`src/rtl/lut_neuron_pkg.sv`:
```
// Shared FSM state type, default neuron geometry and a width helper for the programmable LUT neuron.
package lut_neuron_pkg;

  localparam int LP_IN_BITS = 8;
  localparam int LP_BEAT_W  = 8;

  typedef enum logic [1:0] {
    IDLE = 2'd0,
    LOAD = 2'd1,
    RUN  = 2'd2
  } state_e;

  // Keeps counters and indices at least one bit wide for degenerate geometries.
  function automatic int clog2_min1(input int value);
    return (value > 1) ? $clog2(value) : 1;
  endfunction

endpackage

```
`src/rtl/lut_neuron_ram.sv`:
```
// BEATS x BEAT_W distributed RAM: word write port, registered single-bit lookup port and,
// with LUT_NEURON_PROG_READBACK_EN defined, a registered word readback port.
module lut_neuron_ram
  import lut_neuron_pkg::*;
#(
  parameter  int IN_BITS = LP_IN_BITS,
  parameter  int BEAT_W  = LP_BEAT_W,
  localparam int BEATS   = (2 ** IN_BITS) / BEAT_W,
  localparam int CNT_W   = clog2_min1(BEATS),
  localparam int OFS_W   = clog2_min1(BEAT_W)
) (
  input  logic               clk,
  input  logic               rst,
  input  logic               i_we,
  input  logic [CNT_W-1:0]   i_waddr,
  input  logic [BEAT_W-1:0]  i_wdata,
  input  logic               i_rd_en,
  input  logic [IN_BITS-1:0] i_rd_addr,
  output logic               o_rd_bit
`ifdef LUT_NEURON_PROG_READBACK_EN
  ,
  input  logic               i_rb_en,
  input  logic [CNT_W-1:0]   i_rb_addr,
  output logic [BEAT_W-1:0]  o_rb_word
`endif
);

  logic [BEAT_W-1:0] r_mem [BEATS];
  logic [31:0]       w_rd_addr32;
  logic [CNT_W-1:0]  w_rd_word;
  logic [OFS_W-1:0]  w_rd_ofs;
  logic              r_rd_bit;

  // A table entry lives in word addr/BEAT_W at bit addr%BEAT_W.
  assign w_rd_addr32 = 32'(i_rd_addr);
  assign w_rd_word   = CNT_W'(w_rd_addr32 / 32'(BEAT_W));
  assign w_rd_ofs    = OFS_W'(w_rd_addr32 % 32'(BEAT_W));

  // NOTE: storage has no reset so it maps onto LUT RAM; only the read registers are reset.
  always_ff @(posedge clk) begin
    if (i_we) begin
      r_mem[i_waddr] <= i_wdata;
    end
  end

  // NOTE: non-blocking assignments give read-before-write on a same-cycle write.
  always_ff @(posedge clk) begin
    if (rst) begin
      r_rd_bit <= 1'b0;
    end else if (i_rd_en) begin
      r_rd_bit <= r_mem[w_rd_word][w_rd_ofs];
    end
  end

  assign o_rd_bit = r_rd_bit;

`ifdef LUT_NEURON_PROG_READBACK_EN
  logic [BEAT_W-1:0] r_rb_word;

  always_ff @(posedge clk) begin
    if (rst) begin
      r_rb_word <= '0;
    end else if (i_rb_en) begin
      r_rb_word <= r_mem[i_rb_addr];
    end
  end

  assign o_rb_word = r_rb_word;
`endif

endmodule

```
`src/rtl/lut_neuron_prog.sv`:
```
// Programmable LUT neuron: streams a 2**IN_BITS-entry truth table in BEAT_W-bit beats, then
// answers one lookup per cycle. Define LUT_NEURON_PROG_READBACK_EN to add the rb_* word readback port.
module lut_neuron_prog
  import lut_neuron_pkg::*;
#(
  parameter  int IN_BITS = LP_IN_BITS,
  parameter  int BEAT_W  = LP_BEAT_W,
  localparam int BEATS   = (2 ** IN_BITS) / BEAT_W,
  localparam int CNT_W   = clog2_min1(BEATS)
) (
  input  logic               clk,
  input  logic               rst,
  input  logic               cfg_start,
  input  logic [BEAT_W-1:0]  cfg_data,
  input  logic               cfg_valid,
  output logic               cfg_ready,
  output logic               cfg_done,
  output logic               tbl_valid,
  input  logic [IN_BITS-1:0] M0,
  input  logic               in_valid,
  output logic               M1,
  output logic               out_valid
`ifdef LUT_NEURON_PROG_READBACK_EN
  ,
  input  logic [CNT_W-1:0]   rb_addr,
  input  logic               rb_en,
  output logic [BEAT_W-1:0]  rb_data
`endif
);

  state_e           r_state;
  state_e           w_state_nxt;
  logic [CNT_W-1:0] r_beat_cnt;
  logic             r_tbl_valid;
  logic             r_cfg_done;
  logic             r_out_valid;
  logic             w_cfg_ready;
  logic             w_accept;
  logic             w_last_beat;
  logic             w_lookup;

  assign w_last_beat = (r_beat_cnt == CNT_W'(BEATS - 1));
  assign w_accept    = cfg_valid && w_cfg_ready;
  assign w_lookup    = in_valid && (r_state == RUN);

  always_ff @(posedge clk) begin
    if (rst) begin
      r_state <= IDLE;
    end else begin
      r_state <= w_state_nxt;
    end
  end

  // NOTE: defaults first so every path assigns every output and no latch is inferred.
  always_comb begin
    w_state_nxt = r_state;
    w_cfg_ready = 1'b0;
    case (r_state)
      IDLE, RUN: begin
        if (cfg_start) begin
          w_state_nxt = LOAD;
        end
      end
      LOAD: begin
        // A restart wins over a beat presented in the same cycle.
        w_cfg_ready = !cfg_start;
        if (!cfg_start && cfg_valid && w_last_beat) begin
          w_state_nxt = RUN;
        end
      end
      default: w_state_nxt = IDLE;
    endcase
  end

  always_ff @(posedge clk) begin
    if (rst) begin
      r_beat_cnt  <= '0;
      r_tbl_valid <= 1'b0;
      r_cfg_done  <= 1'b0;
      r_out_valid <= 1'b0;
    end else begin
      r_cfg_done  <= 1'b0;
      r_out_valid <= w_lookup;
      if (cfg_start) begin
        r_beat_cnt  <= '0;
        r_tbl_valid <= 1'b0;
      end else if (w_accept) begin
        r_beat_cnt <= w_last_beat ? '0 : r_beat_cnt + CNT_W'(1);
        if (w_last_beat) begin
          r_tbl_valid <= 1'b1;
          r_cfg_done  <= 1'b1;
        end
      end
    end
  end

  lut_neuron_ram #(
    .IN_BITS (IN_BITS),
    .BEAT_W  (BEAT_W)
  ) u_ram (
    .clk       (clk),
    .rst       (rst),
    .i_we      (w_accept && !rst),
    .i_waddr   (r_beat_cnt),
    .i_wdata   (cfg_data),
    .i_rd_en   (w_lookup),
    .i_rd_addr (M0),
    .o_rd_bit  (M1)
`ifdef LUT_NEURON_PROG_READBACK_EN
    ,
    .i_rb_en   (rb_en),
    .i_rb_addr (rb_addr),
    .o_rb_word (rb_data)
`endif
  );

  assign cfg_ready = w_cfg_ready;
  assign cfg_done  = r_cfg_done;
  assign tbl_valid = r_tbl_valid;
  assign out_valid = r_out_valid;

endmodule
```
`config.mk`:
```
export PLATFORM = sky130hd
export DESIGN_NAME = lut_neuron_prog
export DESIGN_NICKNAME = d
export VERILOG_FILES = /design/src/rtl/lut_neuron_pkg.sv /design/src/rtl/lut_neuron_ram.sv /design/src/rtl/lut_neuron_prog.sv
export SDC_FILE = /design/constraint.sdc
export NUM_CORES = 1
export LEC_CHECK = 0
export BUFFER_PORTS_ARGS = -buffer_cell sky130_fd_sc_hd__buf_4
export CAP_MARGIN = 0
export CORE_MARGIN = 5
export CORE_UTILIZATION = 60
export CTS_BUF_LIST = sky130_fd_sc_hd__clkbuf_16
export DETAILED_ROUTE_END_ITERATION = 7
export GPL_ROUTABILITY_DRIVEN = 0
export PLACE_DENSITY = 0.85
export SETUP_SLACK_MARGIN = 0.15
export SYNTH_ARGS = -nofsm -noshare
export SYNTH_HDL_FRONTEND = slang
export SYNTH_SLANG_ARGS = --single-unit
```
`constraint.sdc`:
```
create_clock -name clk -period 3.75 [get_ports clk]
set_input_delay 0.1875 -clock clk [delete_from_list [all_inputs] [get_ports clk]]
set_output_delay 0.1875 -clock clk [all_outputs]
set_load 0.03 [all_outputs]
```
==> results.md, run 1 <==
* Status: finished clean
* Htree depth at 1
* Fmax at 354.2 MHz
* Initial Util at 0.6151
* Max Slew Vio Count at 0
* Distinct cells, synth at 47
* Kind of critical path: reg -> reg
* Critical Path, Cell by Cell: nor3b_1 > and2_1 > nand2_1 > nor2_1
* Vias per cell at 6.921
* Fin crit period at 2.823 ns
* Synthesized area at 0.01068 mm²
* Placed insts at 772
* First-pass GRT wire length at 36920 µm
* Crit share post-route at 0.7528
* Final setup margin at 0.9270 ns
* Routed vias at 5703
* Post-Route WL at 24650 µm
* Synth area leaders: edfxtp_1 72%, mux4_2 12%, dfxtp_1 2.1%
* Hold crit path type: in -> reg
* Critical-path top delay cell: nor2_1
* Yosys reg bits at 267
* Family with the most delay on the worst path: simple AND/OR/NAND/NOR gates
* Die width at 143.4 µm
* Maximum clock insertion buffer count at 3
* Final setup vio count at 0
* Layout Skew at 0.009858 ns
* Fraction of registers with async set/reset at 0
* Cell area after layout at 0.01190 mm²
* # port buffers at 25
* Clock-pin slew on the worst setup and hold paths at 0.06 ns
* CTS Buf Count at 26
* Layout net count at 605
* Fraction of layout cells with a size suffix above 1 at 0.2337
* Worst setup EP type: register
* Die H at 143.4 µm
* Syn_area_per_cell at 19.73 µm²
* Post-CTS Setup Bufs at 0
* Arr. time, crit path at 2.97 ns
* Site Rows at 48
* Mapped Cells at 541
* Diodes inserted at 0
* Antenna Violating Nets Remaining at 0
* Rel. slew slack at 0.2141
* GRT Total Usage at 0.2483
* Drt initial violations at 831
* Worst path bufs/invs at 0
* Yosys top cell area share at 0.7200
* Syn Nets at 567
* Final std cells w/o fill at 824
* Post-synthesis sequential area ratio at 0.7407
* CP Data Required Time at 3.90 ns
* Total grt overflow at 0
* Slew @ Worst Pin at 1.174 ns
* Crit path launch type: register
* Setup total negative slack at 0 ns
* Full die area at 0.02056 mm²
* CTS sink count at 267
* Filler cell count at 1019
* Footprint of the multi-input gates at 0.002564 mm²
* Worst skew pair latency at 0.54 ns
* Register Area at 0.007908 mm²
* Number of enable flip-flop cells after synthesis at 256
* Root Driver: clkbuf_16
* Slowest Stage Delay on Critical Path at 0.95 ns
* Dpl cell area at 0.01103 mm²
* Total Power at 6.096 mW
* Max capacitance violation total at 0
* Area Growth Syn to Fin at 11.50%
* Synth area leader: edfxtp_1
* DRT Pass-1 Iters at 6
* Ports at 26
* Vias in the first global route at 5680
* Post-place setup slack at 0.9247 ns
* Final hold vios at 0
* Largest net degree at the start of global routing at 52
* Routed WL per cell at 29.92 µm
* Static leakage at 3.826 nW
* DPL Wire Length at 14660 µm
* Power per cell area at 512.1 mW/mm²
* Ys flop type: edfxtp_1
* Worst vdd ir at 0.0004202 V
* RSZ-0062 raised after global routing: no
* Initial antenna violation count at 0
* Core region area at 0.01736 mm²
* DRC viols at 0
* CP Max Fanout at 8
* Synthesis Warnings at 0
* CTS tree: yes
Yosys cell counts (4+ instances only):
library cell	number
a21oi_1	5
buf_2	13
buf_4	5
buf_6	4
clkbuf_1	4
dfxtp_1	11
edfxtp_1	256
ha_1	5
inv_1	5
mux2_2	4
mux2i_1	18
mux4_1	5
mux4_2	59
nand2_1	24
nand3_1	10
nand3b_1	5
nor2_1	43
nor2b_1	6
nor3_1	9
nor4_1	4
sequential cells by signal, summed over array words and instances (netlist names):
| name | cells |
|---|---|
| cfg_done | 1 |
| out_valid | 1 |
| r_beat_cnt | 5 |
| r_state | 2 |
| tbl_valid | 1 |
| u_ram.o_rd_bit | 1 |
| u_ram.r_mem | 256 |
metrics by stage:
| step | hold slack (ns) | util |
|---|---|---|
| floorplan | 0.2791 | - |
| global placement | 0.4256 | 0.6353 |
| detailed placement | 0.4415 | 0.6353 |
| CTS | 0.03208 | 0.6858 |
| global route | 0.04917 | 0.6858 |
| finish | 0.04906 | 0.6858 |
final cells by class:
cell class | count | area share
tap | 225 | 0.02365
clock buffer | 26 | 0.05466
sequential | 267 | 0.6643
multi-input combinational | 241 | 0.2154
inverter | 5 | 0.001577
timing repair buffer | 38 | 0.02481
clock inverter | 22 | 0.01566
worst min-delay path: stages:
cell and delay (ns):
buf_4 0.11, nor4b_1 0.06, o311ai_1 0.07, nand3_1 0.09
worst paths after layout:
check | from | endpoint | slack (ns) | cells after the start
max | r_state[0] | u_ram.r_mem[17][3] | 0.93 | 4
min | M0[2] | u_ram.o_rd_bit | 0.05 | 4
max reg2reg | r_state[0] | u_ram.r_mem[17][3] | 0.93 | 4
min reg2reg | r_state[1] | r_state[0] | 0.51 | 1
layer usage:
metal | GRT usage | vias to the layer above | share of wire
li1 | - | 2286 | -
met1 | 0.3578 | 2843 | 0.36
met2 | 0.3906 | 476 | 0.48
met3 | 0.05324 | 98 | 0.12
met4 | 0.07631 | 0 | 0.044
met5 | 0 | - | 0
cells by family after synthesis:
| logic type | synth area share |
|---|---|
| multiplexers | 0.1579 |
| adder cells (fa/ha/maj) | 0.005860 |
| XOR/XNOR | 0.001641 |
| buffers and inverters | 0.01922 |
| flip-flops | 0.7407 |
| AND/OR/NAND/NOR | 0.05543 |
| AO/OA/AOI/OAI | 0.01934 |
placed cells by master (no fill, tap or decap), types with 6 or more instances in the layout:
cell type  instances
edfxtp_1         256
mux4_2            59
nor2_1            43
buf_4             34
clkbuf_16         26
nand2_1           24
mux2i_1           18
dfxtp_1           11
nand3_1           10
nor3_1             9
inv_1              8
clkinv_1           7
clkinv_2           7
nor2b_1            6
power breakdown:
group          switching, mW  internal [mW]  leakage, nW
registers            0.00149           3.27         2.39
logic                  0.163          0.107         1.01
clock network           1.09           1.47        0.424
total                   1.26           4.84         3.83
what timing repair did:
action | CTS | global route
resized for setup | 0 | 0
hold buffers | 4 | 0
endpoints found under the hold margin | 9 | 0
Power figures use the tool's default switching activity.
==> run 2, diff against run 1 <==
- ABC_AREA: unset -> 1
- clock period: 3.75 -> 2.85 ns (I/O delays scaled with it)
==> run 2 against run 1 <==
Critical path depth grew 2; cell area grew 2.2%; combinational power grew 68%; final cell count grew 46%; sequential power grew 31%; utilization shrank 1.1 points; die area grew 3.1%; critical path type unchanged; highest routed layer is now met5; global-route usage shrank 1.3 points; wire length grew 3.9%.
==> results.md, run 2 <==
* Status: finished clean
* Worst setup EP type: register
* Die width at 145.6 µm
* Layout Skew at 0.01743 ns
* Final hold vios at 0
* CP Data Required Time at 2.99 ns
* Hold path cells at 6
* Dpl cell area at 0.01131 mm²
* Core region area at 0.01802 mm²
* Initial antenna violation count at 0
* Post-CTS Setup Bufs at 0
* Largest registers: u_ram.r_mem x256, r_beat_cnt x5, r_state x2
* Routed WL per cell at 21.22 µm
* Number of enable flip-flop cells after synthesis at 256
* Drt initial violations at 1231
* Die H at 145.6 µm
* Fmax at 427.5 MHz
* Max FFs per register at 256
* Worst R2R End: u_ram.r_mem[29][7]
* Final std cells w/o fill at 1207
* DRC viols at 0
* CTS sink count at 267
* Synth area leader: edfxtp_1
* Slew @ Worst Pin at 0.9969 ns
* Count leader, synth: nand2_1
* Power per cell area at 655.6 mW/mm²
* DRT Pass-1 Iters at 7
* Cts hold-fix bufs at 5
* Hold Slack at 0.03358 ns
* Max Slew Vio Count at 0
* Syn Nets at 968
* Hold crit path type: in -> reg
* RSZ-0062 raised after global routing: no
* Diodes inserted at 0
* Routed vias at 7480
* Final setup vio count at 0
* Leading cell type in the layout, fill and taps excluded: nand2_1
* Crit path launch type: register
* Placed insts at 1156
* Filler cell count at 1237
* Clock-pin slew on the worst setup and hold paths at 0.06 ns
* Kind of critical path: reg -> reg
* CTS Buf Count at 26
* GRT Total Usage at 0.2356
* Worst skew pair latency at 0.53 ns
* Worst Setup SP: r_state[0]
* Top reg by flops: u_ram.r_mem
* Initial Util at 0.6118
* Synthesized area at 0.01103 mm²
* Fin crit period at 2.339 ns
* First-pass GRT wire length at 39130 µm
* Cell area after layout at 0.01217 mm²
* Htree depth at 1
* Syn_area_per_cell at 11.71 µm²
* Synth area leaders: edfxtp_1 70%, nand3_1 11%, nand2_1 9.4%
* Ys flop type: edfxtp_1
* Crit share post-route at 0.8208
* Synthesis Warnings at 0
* Largest net degree at the start of global routing at 129
* Area Growth Syn to Fin at 10.37%
* Synth cell count leaders: 275 x nand2_1, 256 x edfxtp_1, 253 x nand3_1, 35 x nor2_1, 18 x inv_1
* Vias per cell at 6.197
* Rel. slew slack at 0.3346
* Maximum clock insertion buffer count at 3
* Layout net count at 986
* # port buffers at 25
* Fraction of layout cells with a size suffix above 1 at 0.07975
* Full die area at 0.02119 mm²
* Worst vdd ir at 0.0004903 V
* Hold wc startpoint: M0[1]
* Arr. time, crit path at 2.48 ns
* Site Rows at 49
* Mapped Cells at 942
* Reg2reg path depth at 6
* # resized after CTS at 0
* Reg2reg start: r_state[0]
* Antenna Violating Nets Remaining at 0
* Yosys top cell area share at 0.6971
* R2R Setup Slk at 0.51 ns
* CP Max Fanout at 10
* Hold EP: u_ram.o_rd_bit
* Post-Route WL at 25620 µm
* Static leakage at 4.327 nW
* Distinct cells, synth at 25
* Final core utilization at 0.6753
* Register Area at 0.007908 mm²
* Post-synthesis sequential area ratio at 0.7170
* Max capacitance violation total at 0
* Root Driver: clkbuf_16
* Ports at 26
* Footprint of the multi-input gates at 0.002696 mm²
* CTS tree: yes
* Fraction of registers with async set/reset at 0
* Commonest cells after routing, fill and taps aside: 275 x nand2_1, 256 x edfxtp_1, 253 x nand3_1
* DPL Wire Length at 14860 µm
* Total grt overflow at 0
* Vias in the first global route at 7186
* Setup total negative slack at 0 ns
* Yosys reg bits at 267
## run 2: changes by cell type in the layout (fill, tap and decap cells not counted), sizes merged, moves of 4 or more
cell,delta
nand4,+5
nand3,+243
mux2,-4
buf,+6
nor2b,-6
nand2,+252
nand3b,-5
inv,+17
nor3,-4
mux4,-64
mux2i,-18
nor2,-8
## run 2: final cells by class
| cell class | count | share of cell area |
|---|---|---|
| Clock buffer | 27 | 0.05551 |
| Clock inverter | 19 | 0.01100 |
| Inverter | 22 | 0.006887 |
| Multi-Input combinational cell | 598 | 0.2215 |
| Sequential cell | 267 | 0.6497 |
| Tap cell | 229 | 0.02354 |
| Timing Repair Buffer | 45 | 0.03187 |
## run 2: stage by stage
stage          total power, mW  setup slack [ns]
3_5_place_dp             4.817            0.6069
4_1_cts                  8.003            0.5949
3_3_place_gp             4.806            0.7434
5_1_grt                  8.223            0.3510
2_1_floorplan            4.657            0.2524
6_report                 7.980            0.5107
## run 2: critical path: stages (launching register included)
cell	delay, ns
dfxtp_1	0.36
inv_1	0.09
nor3_2	0.17
nand2_2	0.16
inv_1	0.14
nand2_1	0.35
nor2_1	0.69
## run 2: report_power, final
group / internal [mW] / switching (mW) / total, mW
Combinational: 0.122 / 0.331 / 0.453
Clock: 1.88 / 1.35 / 3.23
Sequential: 4.30 / 0.00291 / 4.30
Total: 6.30 / 1.68 / 7.98
## run 2: how the worst max path moves through the flow
stage	end	slack, ns	cells past startpoint
floorplan	u_ram.r_mem[0][0]	0.25	6
global placement	u_ram.r_mem[21][2]	0.74	6
detailed placement	u_ram.r_mem[14][2]	0.61	6
CTS	u_ram.r_mem[29][7]	0.59	6
global route	u_ram.r_mem[29][5]	0.35	6
finish	u_ram.r_mem[29][7]	0.51	6
## run 2: metal layers
metal,vias up,routed length [µm],track usage
met5,-,34,0
met1,3433,9527,0.3219
met4,2,1154,0.1026
met2,558,11920,0.3757
li1,3383,-,-
met3,104,2978,0.04267
## run 2: cell families (layout without fill, tap and decap cells)
group	Yosys count	count (layout)	share of synthesized area
XOR/XNOR	1	1	0.0007943
AND/OR/NAND/NOR	583	583	0.2311
adder cells (fa/ha/maj)	5	5	0.005673
AO/OA/AOI/OAI	9	9	0.005332
buffers and inverters	77	113	0.04005
flip-flops	267	267	0.7170
==> run 3, diff against run 2 <==
- ABC_AREA: 1 -> 0
- CORE_UTILIZATION: 60 -> 56
- PLACE_DENSITY: 0.85 -> 0.83
- clock period: 2.85 -> 2.1 ns (I/O delays scaled with it)
==> run 3 against run 2 <==
Register-to-register slack lost 0.49 ns; first-iteration DRC count shrank 31%; utilization grew 0.32 points; clock power grew 45%; sequential power grew 36%; via count shrank 21%; combinational power grew 23%; flip-flop and latch count is the same; sequential share of layout area shrank 2.8 points.
==> results.md, run 3 (synthesis results as in run 1) <==
* Site Rows at 50
* Full die area at 0.02193 mm²
* Arr. time, crit path at 2.50 ns
* Largest registers: u_ram.r_mem x256, r_beat_cnt x5, r_state x2
* Area Growth Syn to Fin at 19.27%
* Critical-path top delay cell: mux4_2
* First-pass GRT wire length at 40010 µm
* Root Driver: clkbuf_16
* Antenna Violating Nets Remaining at 0
* Most frequent CP cell: mux4_2
* Clock-pin slew on the worst setup and hold paths at 0.07 ns
* RSZ-0062 raised after global routing: yes
* Worst skew pair latency at 0.54 ns
* CP Data Required Time at 2.52 ns
* DRC viols at 0
* Final core utilization at 0.6785
* Slowest Stage Delay on Critical Path at 0.54 ns
* Dpl cell area at 0.01169 mm²
* Leading cell type in the layout, fill and taps excluded: edfxtp_1
* CTS Buf Count at 26
* Crit path launch type: register
* GRT Total Usage at 0.2474
* Met1 Track Usage GR at 0.3558
* Layout net count at 669
* Vias in the first global route at 6115
* Drt initial violations at 853
* Post-Route WL at 26110 µm
* Ports at 26
* CTS sink count at 267
* Maximum clock insertion buffer count at 3
* Worst vdd ir at 0.0005234 V
* Slew @ Worst Pin at 0.6219 ns
* DRT Pass-1 Iters at 5
* Die H at 148.1 µm
* Critical Path, Cell by Cell: mux4_2 > mux4_2 > and2_4 > a211oi_2 > or4_1 > nand3_1
* Max FFs per register at 256
* Worst setup EP type: register
* Diodes inserted at 0
* Htree depth at 1
* Fin crit period at 2.081 ns
* Vias per cell at 6.598
* Max capacitance violation total at 0
* Status: finished clean
* # port buffers at 25
* Placed insts at 832
* Kind of critical path: reg -> reg
* Static leakage at 4.188 nW
* Total Power at 11.06 mW
* Cell area after layout at 0.01273 mm²
* Max Slew Vio Count at 0
* Hold Slack at 0.01739 ns
* Grt met3 use at 0.03809
* Power per cell area at 868.5 mW/mm²
* Family with the most delay on the worst path: multiplexers
* Routed WL per cell at 29.11 µm
* Final hold vios at 0
* Worst path bufs/invs at 0
* Fraction of layout cells with a size suffix above 1 at 0.3544
* Initial Util at 0.5689
* GR Util met2 at 0.4099
* Core region area at 0.01877 mm²
* CP Max Fanout at 1
* Rel. slew slack at 0.5848
* Top reg by flops: u_ram.r_mem
* Initial antenna violation count at 0
* DPL Wire Length at 16640 µm
* Hold crit path type: in -> reg
* Layout Skew at 0.02086 ns
* Routed vias at 5918
* GRT busiest layer: met2
* Total grt overflow at 0
* Die width at 148.1 µm
* Final std cells w/o fill at 897
* Largest net degree at the start of global routing at 33
* Commonest cells after routing, fill and taps aside: 256 x edfxtp_1, 78 x buf_4, 62 x mux4_2
* Fmax at 480.6 MHz
* Final setup vio count at 0
* Crit share post-route at 0.9907
* CTS tree: yes
==> run 3: changes by cell type in the layout (fill, tap and decap cells not counted), moves of 6 or more <==
cell           previous run  this run
mux2i_1                   0        18
dlygate4sd3_1             5        11
nor2_2                    0        22
buf_4                    37        78
inv_1                    24         9
mux4_2                    0        62
buf_12                    3        13
nand2_1                 275        23
nand3_1                 253         9
nor2_1                   35        18
nor2b_1                   0         6
==> run 3: worst register-to-register path, stage by stage, from the launching register on <==
cell	delay [ns]
edfxtp_1	0.40
mux4_2	0.49
mux4_2	0.54
and2_4	0.19
a211oi_2	0.12
or4_1	0.15
nand3_1	0.07
==> run 3: routing by layer <==
metal | part of all wire | vias up
met5 | 0 | -
met1 | 0.37 | 3021
met3 | 0.10 | 58
met4 | 0.024 | 0
met2 | 0.50 | 426
li1 | - | 2413
==> run 3: what timing repair did <==
item | 4_1_cts | 5_1_grt
buffers inserted | 3 | 3
pin swaps | 6 | 7
setup endpoints to repair | 49 | 57
hold buffers | 11 | 0
gates resized for setup | 7 | 3
hold endpoints to repair | 113 | 0
==> run 3: cell type report <==
cell class,count,area (µm²)
repair buffers,102,955.9
multi-input cells,241,2695
flip-flops and latches,267,7910
fillers,1146,6035
clock buffers,26,650.6
well taps,234,292.8
inverters,5,18.77
clock inverters,22,210.2
==> run 3: path summary, 6_finish.rpt <==
check	start	endpoint	slack, ns	cells after the start
worst min-delay path	cfg_data[6]	u_ram.r_mem[17][6]	0.02	1
worst max register to register	u_ram.r_mem[13][7]	u_ram.o_rd_bit	0.02	6
worst min register to register	r_state[1]	r_state[0]	0.49	1
worst max-delay path	u_ram.r_mem[13][7]	u_ram.o_rd_bit	0.02	6
==> run 3: power by group <==
group	internal (mW)	leakage [nW]	switching (mW)
Combinational	0.235	1.36	0.320
Sequential	5.83	2.39	0.00220
Clock	2.75	0.438	1.92
==> run 3: metrics by stage <==
stage / setup TNS, ns / worst slack (ns)
4_1_cts: 0 / 0.04064
5_1_grt: -0.02940 / -0.02940
2_1_floorplan: -1.025 / -0.02454
3_5_place_dp: -0.2294 / -0.2294
3_3_place_gp: -0.1029 / -0.1029
6_report: 0 / 0.01945
